$ cat src/rtl/uart_cmd_handler.sv
// Host-command engine: pulls command words from the UART, performs one memory access or ping,
// and returns exactly one reply word. One command in flight at a time.
module uart_cmd_handler #(
  parameter int unsigned MEM_TIMEOUT = 1024,
  parameter logic [31:0] ACK_WORD    = 32'h00000001,
  parameter logic [31:0] NACK_WORD   = 32'hFFFFFFFF,
  parameter logic [31:0] PING_WORD   = 32'h50434921
) (
  input  logic        clk,
  input  logic        rst_n,
  input  logic        uart_rx_empty,
  output logic        uart_read,
  input  logic        uart_read_resp,
  input  logic [31:0] uart_read_data,
  output logic        uart_write,
  input  logic        uart_write_resp,
  output logic [31:0] uart_write_data,
  output logic        mem_req,
  output logic        mem_we,
  output logic [31:0] mem_addr,
  output logic [31:0] mem_wdata,
  input  logic        mem_ack,
  input  logic [31:0] mem_rdata,
  output logic        busy
);

  localparam int unsigned DW = 32;
  localparam int unsigned TW = (MEM_TIMEOUT > 2) ? $clog2(MEM_TIMEOUT) : 1;

  localparam logic [7:0] OP_WRITE = 8'h01;
  localparam logic [7:0] OP_READ  = 8'h02;
  localparam logic [7:0] OP_PING  = 8'h03;

  typedef enum logic [3:0] {
    IDLE,
    RX_REQ,
    RX_WAIT,
    RX_DRAIN,
    DECODE,
    MEM,
    TX_REQ,
    TX_WAIT,
    TX_DRAIN
  } state_t;

  state_t        state;
  logic [1:0]    idx;
  logic [7:0]    opcode;
  logic [DW-1:0] addr_q;
  logic [DW-1:0] data_q;
  logic [DW-1:0] reply;
  logic [TW-1:0] timer;

  // Index of the final word a memory command needs (addr only for read, addr+data for write)
  logic [1:0] last_idx_c;
  assign last_idx_c = (opcode == OP_WRITE) ? 2'd2 : 2'd1;

  always_ff @(posedge clk) begin
    if (!rst_n) begin
      state           <= IDLE;
      idx             <= 2'd0;
      opcode          <= 8'd0;
      addr_q          <= '0;
      data_q          <= '0;
      reply           <= '0;
      timer           <= '0;
      uart_read       <= 1'b0;
      uart_write      <= 1'b0;
      uart_write_data <= '0;
      mem_req         <= 1'b0;
      mem_we          <= 1'b0;
      mem_addr        <= '0;
      mem_wdata       <= '0;
      busy            <= 1'b0;
    end else begin
      uart_read  <= 1'b0;
      uart_write <= 1'b0;
      case (state)
        IDLE: begin
          if (!uart_rx_empty) begin
            idx       <= 2'd0;
            uart_read <= 1'b1;
            busy      <= 1'b1;
            state     <= RX_REQ;
          end
        end
        // uart_read is raised on entry so it is high exactly while in RX_REQ
        RX_REQ: state <= RX_WAIT;
        RX_WAIT: begin
          if (uart_read_resp) begin
            case (idx)
              2'd0:    opcode <= uart_read_data[7:0];
              2'd1:    addr_q <= uart_read_data;
              default: data_q <= uart_read_data;
            endcase
            state <= RX_DRAIN;
          end
        end
        RX_DRAIN: begin
          if (!uart_read_resp) begin
            if (idx == 2'd0) begin
              state <= DECODE;
            end else if (idx < last_idx_c) begin
              idx       <= idx + 2'd1;
              uart_read <= 1'b1;
              state     <= RX_REQ;
            end else begin
              mem_req   <= 1'b1;
              mem_we    <= (opcode == OP_WRITE);
              mem_addr  <= addr_q;
              mem_wdata <= (opcode == OP_WRITE) ? data_q : '0;
              timer     <= '0;
              state     <= MEM;
            end
          end
        end
        DECODE: begin
          case (opcode)
            OP_PING: begin
              reply <= PING_WORD;
              state <= TX_REQ;
            end
            OP_WRITE, OP_READ: begin
              idx       <= 2'd1;
              uart_read <= 1'b1;
              state     <= RX_REQ;
            end
            default: begin
              reply <= NACK_WORD;
              state <= TX_REQ;
            end
          endcase
        end
        // An ack on the final timeout cycle still completes the access
        MEM: begin
          if (mem_ack) begin
            mem_req <= 1'b0;
            reply   <= mem_we ? ACK_WORD : mem_rdata;
            state   <= TX_REQ;
          end else if (timer == TW'(MEM_TIMEOUT - 1)) begin
            mem_req <= 1'b0;
            reply   <= NACK_WORD;
            state   <= TX_REQ;
          end else begin
            timer <= timer + TW'(1);
          end
        end
        TX_REQ: begin
          uart_write_data <= reply;
          uart_write      <= 1'b1;
          state           <= TX_WAIT;
        end
        TX_WAIT: begin
          if (uart_write_resp) state <= TX_DRAIN;
        end
        TX_DRAIN: begin
          if (!uart_write_resp) begin
            busy  <= 1'b0;
            state <= IDLE;
          end
        end
        default: begin
          busy  <= 1'b0;
          state <= IDLE;
        end
      endcase
    end
  end

endmodule

$ cat config.mk
export PLATFORM = sky130hd
export DESIGN_NAME = uart_cmd_handler
export DESIGN_NICKNAME = d
export VERILOG_FILES = /design/src/rtl/uart_cmd_handler.sv
export SDC_FILE = /design/constraint.sdc
export NUM_CORES = 1
export LEC_CHECK = 0
export ABC_AREA = 1
export CAP_MARGIN = 25
export CORE_MARGIN = 2
export CORE_UTILIZATION = 50
export DETAILED_ROUTE_END_ITERATION = 6
export PLACE_DENSITY = 0.78
export SETUP_SLACK_MARGIN = 0.5
export SLEW_MARGIN = 20
export SYNTH_ARGS = -nofsm -noshare
export SYNTH_HDL_FRONTEND = slang
export SYNTH_SLANG_ARGS = --single-unit
export TNS_END_PERCENT = 10
$ cat constraint.sdc
create_clock -name clk -period 3.4 [get_ports clk]
set_input_delay 0.51 -clock clk [delete_from_list [all_inputs] [get_ports clk]]
set_output_delay 0.51 -clock clk [all_outputs]
set_load 0.02 [all_outputs]
==> impl_metrics.py <==
metrics = {
    "cells_and_area": {
        "final-seq-area_um2": 4420,
        "syn2layout_area_growth_pct": 28.3,
        "layout_common_cells": "nand2_1, dfxtp_1, clkdlybuf4s50_1",
        "nets": 1335,
        "num-fill-cells": 1422,
        "n_antenna_cell": 0,
        "drive_above_1_share": 0.0480,
        "multiInputGateArea_um2": 3490,
    },
    "timing": {
        "setup_slack_ns": 0.894,
        "min_period_ns": 2.51,
        "tightest_slew_ns": 0.973,
        "finalCritPeriodShare": 0.737,
        "finClkSkew_ns": 0.0147,
        "tns_ns": 0,
        "finalHoldViolCount": 0,
        "fmax_ghz": 0.399,
        "finalSetupViolations": 0,
        "slew_headroom": 0.350,
        "rsz0062_at_grt": "no",
        "drv_slew": 0,
    },
    "synthesis": {
        "syn_nets": 1201,
        "avgSynthCellArea_um2": 7.56,
        "synthCells": 1127,
        "ys_seq_area_frac": 0.519,
        "yosysWarnings": 0,
        "ys_seq_elements": 221,
        "synth_area_um2": 8520,
        "ys_types": 33,
    },
    "clock_network": {
        "clk_latency_ns": 0.50,
        "cts.hold.buffers_added": 0,
        "cts_root_buffer": "clkbuf_16",
        "cts.repair.resized": 0,
        "cts_setup_buffers": 0,
        "clock_sinks": 221,
        "clk_pin_slew_ns": 0.06,
        "cts_tree": "done",
        "cts_buffers": 22,
        "h-tree-depth": 1,
        "clk_path_buf_depth": 3,
    },
    "die": {
        "start_util": 0.512,
        "die_x_um": 135,
        "dieHeight_um": 135,
        "rows": 47,
        "die_area_um2": 18100,
        "core-area_um2": 16600,
        "ios": 171,
    },
    "worst_setup_path": {
        "crit_arrival_ns": 2.89,
        "reg2reg_depth": 9,
        "cp_cell_sequence": "inv_1 -> nor2_1 -> nand2_1 -> inv_1 -> nand3_1 -> nand2_2 -> inv_2 -> o21ai_0 -> nor2_1",
        "slowest_delay_ns": 0.43,
        "crit_fanout": 31,
        "r2r_start": "state[0]$_SDFFE_PN0P_",
        "cp_num_cells": 9,
        "rrSetupSlack_ns": 0.89,
        "r2r_end": "reply[11]$_SDFFE_PN0P_",
        "endpoint_kind": "flip-flop",
        "crit_required_ns": 3.78,
        "worstSetupEndpoint": "reply[11]$_SDFFE_PN0P_",
        "crit_family": "simple AND/OR/NAND/NOR gates",
        "start_kind": "flip-flop",
        "critPathKind": "reg -> reg",
        "cp_num_buf_inv": 3,
        "crit_slowest_cell": "dfxtp_1",
        "worstSetupStartpoint": "state[0]$_SDFFE_PN0P_",
    },
    "detailed_routing": {
        "drc": 0,
        "vias_per_cell": 5.19,
        "drtAntennaViolNets": 0,
        "wl_per_cell_um": 14.4,
        "drt_first_pass_iters": 5,
        "drtIter0Drc": 536,
        "vias": 7742,
        "drt-total-wl_um": 21500,
    },
    "hold_path": {
        "hold_class": "reg -> reg",
    },
    "pwr": {
        "seqPwrFrac": 0.485,
        "clkPwrFrac": 0.399,
        "switching_share": 0.254,
        "power_switching_w": 0.00144,
        "pwr-share-comb": 0.116,
        "power_leakage_nw": 4.15,
        "p_int_w": 0.00425,
        "ir_drop_mv": 0.368,
        "power_density_nw_per_um2": 520,
    },
    "grt": {
        "grt_max_degree": 117,
        "grt_pass1_vias": 7096,
        "grt_pass1_wl_um": 34800,
        "track_usage": 0.232,
        "antenna_found_initial": 0,
        "grt.overflow.total": 0,
    },
    "placed_design": {
        "io_buffers": 170,
        "place.gp.congestion": 0.866,
        "pre_cts_ws_ns": 0.938,
        "hpwl_um": 13500,
    },
    "outcome": {
        "status": "finished, final reports clean",
    },
    "job": {
        "drv_cap": 0,
    },
}
==> layout make-up <==
cell class                 instances  area share
multi-input combinational        765       0.319
clock buffer                      28      0.0543
timing repair buffer             183       0.167
inverter                          68      0.0235
clock inverter                     6     0.00630
sequential                       221       0.405
tap                              220      0.0252
==> power groups by stage <==
stage                     clock network, W  logic, W  registers (W)
after floorplan                          0  0.000425        0.00281
after CTS                          0.00231  0.000660        0.00276
after global placement                   0  0.000644        0.00281
after global routing               0.00241  0.000738        0.00277
after detailed placement                 0  0.000655        0.00281
final                              0.00227  0.000660        0.00276
==> Yosys cell counts <==
| master | instances | area share |
|---|---|---|
| dfxtp_1 | 221 | 0.52 |
| nor3_1 | 6 | 0.0035 |
| clkinv_1 | 1 | 0.00044 |
| nand2_4 | 1 | 0.0013 |
| nand4_1 | 8 | 0.0059 |
| a21oi_1 | 157 | 0.092 |
| nand3_1 | 64 | 0.038 |
| buf_1 | 1 | 0.00044 |
| nor2_4 | 1 | 0.0013 |
| xnor2_1 | 2 | 0.0021 |
| o21ai_0 | 118 | 0.069 |
| buf_6 | 5 | 0.0066 |
| nor2_1 | 164 | 0.072 |
| clkbuf_1 | 48 | 0.021 |
| xor2_1 | 2 | 0.0021 |
| nand2_2 | 3 | 0.0022 |
| o21a_1 | 2 | 0.0018 |
| o211ai_1 | 1 | 0.00088 |
| a211oi_1 | 1 | 0.00088 |
| nor2_2 | 2 | 0.0015 |
| buf_2 | 11 | 0.0065 |
| inv_2 | 2 | 0.00088 |
| nor3_4 | 1 | 0.0019 |
| nand2_1 | 221 | 0.097 |
| nor3b_1 | 2 | 0.0018 |
| or2_2 | 1 | 0.00073 |
| ha_1 | 4 | 0.0059 |
| nor4_4 | 1 | 0.0025 |
| nand3_2 | 1 | 0.0012 |
| nor2_8 | 1 | 0.0023 |
| o21ai_1 | 1 | 0.00059 |
| buf_4 | 8 | 0.0070 |
| inv_1 | 65 | 0.029 |
==> how the worst min path moves through the flow <==
| stage | from | endpoint | depth (start not counted) |
|---|---|---|---|
| after floorplan | addr_q[0]$_SDFFE_PN0P_ | addr_q[0]$_SDFFE_PN0P_ | 2 |
| after global placement | addr_q[24]$_SDFFE_PN0P_ | addr_q[24]$_SDFFE_PN0P_ | 2 |
| after detailed placement | addr_q[4]$_SDFFE_PN0P_ | addr_q[4]$_SDFFE_PN0P_ | 2 |
| final | addr_q[4]$_SDFFE_PN0P_ | addr_q[4]$_SDFFE_PN0P_ | 2 |
| after CTS | addr_q[17]$_SDFFE_PN0P_ | addr_q[17]$_SDFFE_PN0P_ | 2 |
| after global routing | addr_q[17]$_SDFFE_PN0P_ | addr_q[17]$_SDFFE_PN0P_ | 2 |
==> cells by family after synthesis <==
logic type / after synthesis / synth area share
compound gates: 280 / 0.166
simple gates: 477 / 0.233
flops: 221 / 0.519
fa+ha+maj: 4 / 0.00587
xor+xnor: 4 / 0.00411
buf+inv: 141 / 0.0717
==> worst min-delay path, delay by kind of cell, from the launching register on <==
| family | cells | cell delay, ns |
|---|---|---|
| DFF | 1 | 0.31 |
| buffers and inverters | 1 | 0.05 |
| AOI/OAI and AO/OA | 1 | 0.05 |
==> metal layers <==
layer  GRT usage  wire length (µm)  vias to the layer above  part of all wire
met4      0.0632               406                        0             0.019
li1            -                 -                     3933                 -
met1       0.321              9670                     3510              0.45
met5           0                 0                        -                 0
met3      0.0443              1560                       33             0.072
met2       0.374              9850                      266              0.46
==> flip-flops by register name (all words and copies together) (netlist names), 2 cells and up <==
signal	count
reply	32
idx	2
data_q	32
mem_wdata	32
mem_addr	32
opcode	8
uart_write_data	32
state	4
timer	10
addr_q	32
==> stage by stage <==
step / hold WS, ns / power (W) / std cells / cell area, µm² / utilization
final: 0.445 / 0.00569 / 1491 / 10900 / 0.657
after global routing: 0.463 / 0.00592 / 1491 / 10900 / 0.657
after CTS: 0.448 / 0.00572 / 1491 / 10900 / 0.657
after detailed placement: 0.439 / 0.00347 / 1457 / 10300 / 0.617
after global placement: 0.433 / 0.00345 / 1455 / 10200 / 0.615
after floorplan: 0.424 / 0.00324 / 1127 / 8520 / -
(Power assumes the default switching activity.)
